<file path="config.mk">
export PLATFORM = sky130hd
export DESIGN_NAME = spi_write
export DESIGN_NICKNAME = d
export VERILOG_FILES = /design/src/rtl/spi_write_pkg.sv /design/src/rtl/crc7_serial.sv /design/src/rtl/spi_write.sv
export SDC_FILE = /design/constraint.sdc
export NUM_CORES = 1
export LEC_CHECK = 0
export ABC_CLOCK_PERIOD_IN_PS = 1700
export CORE_ASPECT_RATIO = 1.75
export CORE_UTILIZATION = 35
export DETAILED_ROUTE_END_ITERATION = 8
export GPL_ROUTABILITY_DRIVEN = 0
export PLACE_DENSITY = 0.59
export REMOVE_ABC_BUFFERS = 1
export SYNTH_ARGS = -nofsm -noshare
export SYNTH_HDL_FRONTEND = slang
export SYNTH_HIERARCHICAL = 1
export SYNTH_SLANG_ARGS = --single-unit
</file>
<file path="constraint.sdc">
create_clock -name spiClock -period 1.7 [get_ports spiClock]
set_clock_uncertainty 0.05 [all_clocks]
set_input_delay 0.34 -clock spiClock [delete_from_list [all_inputs] [get_ports spiClock]]
set_output_delay 0.34 -clock spiClock [all_outputs]
set_load 0.05 [all_outputs]
</file>
<file path="src/rtl/spi_write_pkg.sv">
// Shared SD/SPI definitions: transmit FSM encoding, CRC7 constants and the serial CRC7 step.
package spi_write_pkg;

    typedef enum logic [2:0] {
        ST_IDLE  = 3'd0,
        ST_SHIFT = 3'd1,
        ST_CRC   = 3'd2,
        ST_STOP  = 3'd3,
        ST_DONE  = 3'd4
    } state_e;

    localparam logic [6:0] CRC7_POLY  = 7'h09;
    localparam logic       SD_END_BIT = 1'b1;
    localparam logic       MOSI_IDLE  = 1'b1;

    // One bit of x^7+x^3+1, MSB-first message order.
    function automatic logic [6:0] crc7_step(input logic [6:0] crc, input logic bit_in);
        logic fb;
        fb = bit_in ^ crc[6];
        return {crc[5:0], 1'b0} ^ (fb ? CRC7_POLY : 7'h00);
    endfunction

endpackage

</file>
<file path="src/rtl/crc7_serial.sv">
// Serial CRC7 accumulator; clear together with enable restarts from zero and absorbs bitIn.
module crc7_serial
    import spi_write_pkg::*;
(
    input  logic       clock,
    input  logic       resetN,
    input  logic       clear,
    input  logic       enable,
    input  logic       bitIn,
    output logic [6:0] crc
);

    logic [6:0] crc_q;
    logic [6:0] crc_d;

    always_comb begin
        crc_d = crc_q;
        if (enable) begin
            crc_d = crc7_step(clear ? 7'h00 : crc_q, bitIn);
        end else if (clear) begin
            crc_d = 7'h00;
        end
    end

    always_ff @(posedge clock or negedge resetN) begin
        if (!resetN) begin
            crc_q <= 7'h00;
        end else begin
            crc_q <= crc_d;
        end
    end

    assign crc = crc_q;

endmodule

</file>
<file path="src/rtl/spi_write.sv">
// SD-card SPI transmitter: shifts a parallel frame out MSB-first, optionally followed by CRC7 and end bit.
// Level start/finish handshake; bitOut idles high, busy covers the shifted bits.
module spi_write
    import spi_write_pkg::*;
#(
    parameter int outByteSize = 1,
    parameter int appendCrc   = 0
) (
    input  logic                     spiClock,
    input  logic                     resetN,
    input  logic                     start,
    input  logic [outByteSize*8-1:0] byteIn,
    output logic                     bitOut,
    output logic                     finish,
    output logic                     busy
);

    localparam int         W       = outByteSize * 8;
    localparam logic [5:0] CNT_PAY = 6'(W - 1);
    localparam logic [5:0] CNT_CRC = 6'd6;

    state_e         state_q, state_d;
    logic [W-1:0]   shift_q, shift_d;
    logic [5:0]     cnt_q, cnt_d;
    logic           bit_q, bit_d;
    logic           fin_q, fin_d;
    logic           busy_q, busy_d;
    logic           crc_clr, crc_en, crc_bit;
    logic [6:0]     crc_val;

    crc7_serial u_crc (
        .clock  (spiClock),
        .resetN (resetN),
        .clear  (crc_clr),
        .enable (crc_en),
        .bitIn  (crc_bit),
        .crc    (crc_val)
    );

    always_ff @(posedge spiClock or negedge resetN) begin
        if (!resetN) begin
            state_q <= ST_IDLE;
            shift_q <= '0;
            cnt_q   <= '0;
            bit_q   <= MOSI_IDLE;
            fin_q   <= 1'b0;
            busy_q  <= 1'b0;
        end else begin
            state_q <= state_d;
            shift_q <= shift_d;
            cnt_q   <= cnt_d;
            bit_q   <= bit_d;
            fin_q   <= fin_d;
            busy_q  <= busy_d;
        end
    end

    always_comb begin
        state_d = state_q;
        case (state_q)
            ST_IDLE:  if (start) state_d = ST_SHIFT;
            ST_SHIFT: if (cnt_q == 6'd0) state_d = (appendCrc != 0) ? ST_CRC : ST_DONE;
            ST_CRC:   if (cnt_q == 6'd0) state_d = ST_STOP;
            ST_STOP:  state_d = ST_DONE;
            ST_DONE:  if (!start) state_d = ST_IDLE;
            default:  state_d = ST_IDLE;
        endcase
    end

    // The CRC absorbs each payload bit on the same edge that drives it onto bitOut.
    always_comb begin
        shift_d = shift_q;
        cnt_d   = cnt_q;
        bit_d   = bit_q;
        fin_d   = fin_q;
        busy_d  = busy_q;
        crc_clr = 1'b0;
        crc_en  = 1'b0;
        crc_bit = 1'b0;
        case (state_q)
            ST_IDLE: begin
                bit_d = MOSI_IDLE;
                if (start) begin
                    shift_d = byteIn;
                    bit_d   = byteIn[W-1];
                    cnt_d   = CNT_PAY;
                    crc_clr = 1'b1;
                    crc_en  = 1'b1;
                    crc_bit = byteIn[W-1];
                    busy_d  = 1'b1;
                end
            end
            ST_SHIFT: begin
                if (cnt_q != 6'd0) begin
                    shift_d = shift_q << 1;
                    bit_d   = shift_q[W-2];
                    cnt_d   = cnt_q - 6'd1;
                    crc_en  = 1'b1;
                    crc_bit = shift_q[W-2];
                end else if (appendCrc != 0) begin
                    shift_d = {crc_val, {(W-7){1'b0}}};
                    bit_d   = crc_val[6];
                    cnt_d   = CNT_CRC;
                end else begin
                    bit_d  = MOSI_IDLE;
                    busy_d = 1'b0;
                    fin_d  = 1'b1;
                end
            end
            ST_CRC: begin
                if (cnt_q != 6'd0) begin
                    shift_d = shift_q << 1;
                    bit_d   = shift_q[W-2];
                    cnt_d   = cnt_q - 6'd1;
                end else begin
                    bit_d = SD_END_BIT;
                end
            end
            ST_STOP: begin
                bit_d  = MOSI_IDLE;
                busy_d = 1'b0;
                fin_d  = 1'b1;
            end
            ST_DONE: begin
                bit_d = MOSI_IDLE;
                if (!start) fin_d = 1'b0;
            end
            default: begin
                bit_d  = MOSI_IDLE;
                busy_d = 1'b0;
                fin_d  = 1'b0;
            end
        endcase
    end

    assign bitOut = bit_q;
    assign finish = fin_q;
    assign busy   = busy_q;

endmodule

</file>
==> reports/results.ini <==
[synth]
syn_area_mm2 = 0.00106
yosysSeqAreaShare = 0.450
synth_cell_types = 37
ys_warn_count = 6
postSynthCellCount = 94
ys_ff_latch = 19
syn_area_per_cell_um2 = 11.3

[timing]
min_period_ns = 1.70
fin_tns_setup_ns = -0.00132
worst_pin_slew_ns = 0.400
worst_slack_ns = -0.00132
finalHoldViolations = 0
setup_viol_count_final = 1
rsz0062_at_grt = yes
drv_slew = 0
clock.fmax_mhz = 588
slew_headroom = 0.730
whs_ns = 0.365
period_share = 1.00

[routing]
first_pass_iters = 6
vias = 939
wl_met2_um = 1420
antenna_left = 0
drt_iter0_markers = 33
via_per_inst = 5.59
highest_layer = met4
drt-total-wl_um = 2610
wl_met1_um = 1060
post-route-drc-count = 4
dr_wl_met3_um = 61
wl_per_cell_um = 15.5

[cts]
cts_tree = built
ctsHoldBuffers = 0
clockRootBuffer = clkbuf_8
clock_sinks = 19
clock_path_buffers = 2
htreeDepth = 1
cts_buffers = 3
cts.clk_slew.worst_paths_ns = 0.07
clk_latency_ns = 0.25

[grt]
grt_max_degree = 20
grt-ovfl-total = 0
grt_pass1_vias = 1016
grtUsageTotal = 0.185
antenna_found_initial = 0
grt_pass1_wl_um = 4540

[power_and_ir_drop]
power.leakage_nw = 0.748
finalPower_mw = 2.95
p_per_area_mw_per_mm2 = 1950
max-vdd-ir-drop_mv = 0.924

[min_path]
min_path_type = in2async

[job]
cap_violations = 0

[setup_path]
cp.arrival_ns = 1.79
crit_fanout = 5
cp-start-kind = flop
worstSetupEndpointType = flop
cp_data_required_time_ns = 1.79
critPathKind = reg2reg

[outcome]
violations = design-rule violations, negative setup slack
status = finished with violations

[die]
die_w_um = 43.6
coreArea_mm2 = 0.00290
io_pins = 14
start_util = 0.366
die_h_um = 74.8
rows = 26
dieArea_mm2 = 0.00326

[cells_and_area]
drive_above_1_share = 0.443
nets = 154
multi_input_area_um2 = 552
fin_cells = 168
n_antenna_cell = 0
area_growth_pct = 43.3
final-seq-area_um2 = 479
fill_cells = 257

[placement]
hpwl_um = 1750
dp.cells = 156
portBuffers = 13

## final timing paths
| kind | startpoint | to | slack [ns] | depth (start not counted) |
|---|---|---|---|---|
| worst max-delay path | state_q[1] | shift_q[4] | -0.001 | 4 |
| worst min-delay path | resetN | cnt_q[0] | 0.37 | 2 |
| worst min register to register | shift_q[4] | shift_q[4] | 0.46 | 1 |
| max in group asynchronous | resetN | bitOut | 0.97 | 2 |
| worst max register to register | state_q[1] | shift_q[4] | -0.001 | 4 |
| min in group spiClock | shift_q[4] | shift_q[4] | 0.46 | 1 |
## layout make-up
cell class / count / share of cell area
inverters: 7 / 0.0173
flip-flops and latches: 19 / 0.316
clock buffers: 4 / 0.0297
repair buffers: 45 / 0.250
multi-input cells: 65 / 0.364
well taps: 28 / 0.0231
## per-layer routing
metal,global-route usage,up-vias
met2,0.333,24
met5,0,-
met3,0.0240,8
met1,0.205,468
met4,0.101,0
li1,-,439
## where the power goes
group / total, mW / switching, mW / internal (mW)
clock network: 0.318 / 0.152 / 0.166
logic: 1.83 / 0.805 / 1.03
registers: 0.799 / 0.143 / 0.656
## layout by cell type (no fill, tap or decap), types with 4 or more instances in the layout
cell	Yosys	final
inv_1	7	7
nor2_1	4	4
nand2_1	5	5
clkdlybuf4s50_1	0	10
mux2_2	6	5
buf_4	0	33
dfrtp_1	18	16
mux2_4	6	7
a31oi_1	4	4
o21ai_0	10	10
## per-stage QoR
stage | cell area (um2) | utilization | worst slack (ns)
5_1_grt | 1520 | 0.524 | -0.0281
2_1_floorplan | 1020 | - | -0.0785
4_1_cts | 1510 | 0.520 | 0.00128
6_report | 1520 | 0.524 | -0.00132
3_5_place_dp | 1380 | 0.475 | -0.424
3_3_place_gp | 1380 | 0.475 | -0.373
## cell families after synthesis
logic type	synth area share
AOI/OAI and AO/OA	0.148
xor gates and xnor gates	0.00828
adders and majority gates	0.0236
buffers and inverters	0.0626
DFF	0.450
muxes	0.168
and+or+nand+nor	0.139
## sequential cells by signal (all words and copies together) (netlist names)
signal	flops
state_q	3
busy	1
finish	1
cnt_q	6
shift_q	7
bitOut	1
## cell usage after synthesis
cell / number / area (um2)
o31ai_1: 1 / 7.51
o21ai_0: 10 / 50.1
nand4b_2: 1 / 15.0
ha_1: 2 / 25.0
nor2_1: 4 / 15.0
nand3_1: 1 / 5.00
and3b_2: 1 / 10.0
a211o_1: 1 / 8.76
mux2_4: 6 / 90.1
o32ai_1: 1 / 8.76
or2_0: 1 / 6.26
a21oi_1: 2 / 10.0
nor3_4: 1 / 16.3
o32a_1: 1 / 10.0
clkbuf_1: 1 / 3.75
buf_6: 2 / 22.5
inv_1: 7 / 26.3
nor2_2: 1 / 6.26
nand2_1: 5 / 18.8
a41oi_1: 1 / 8.76
a32oi_1: 1 / 8.76
mux2_2: 6 / 67.6
nor4_1: 1 / 6.26
mux2i_1: 2 / 20.0
xnor2_1: 1 / 8.76
nor3_1: 1 / 5.00
or2_2: 1 / 6.26
clkbuf_8: 1 / 13.8
dfstp_2: 1 / 26.3
a32o_1: 1 / 10.0
nand3b_2: 1 / 11.3
or3_1: 1 / 6.26
dfrtp_1: 18 / 450
nor3b_1: 1 / 7.51
a31oi_1: 4 / 25.0
o311ai_0: 1 / 8.76
and3_1: 2 / 12.5
## critical path, cell delays in order (launching register included)
cell and delay, ns:
dfrtp_2 0.44, buf_4 0.14, nor2_1 0.23, a32o_1 0.37, mux2_2 0.36
## repair_timing
action / CTS / global route
gates cloned: 1 / 0
pin swaps: 3 / 2
setup endpoints to repair: 10 / 10
buffers inserted: 7 / 0
gates resized for setup: 7 / 2
Power figures use the tool's default switching activity.
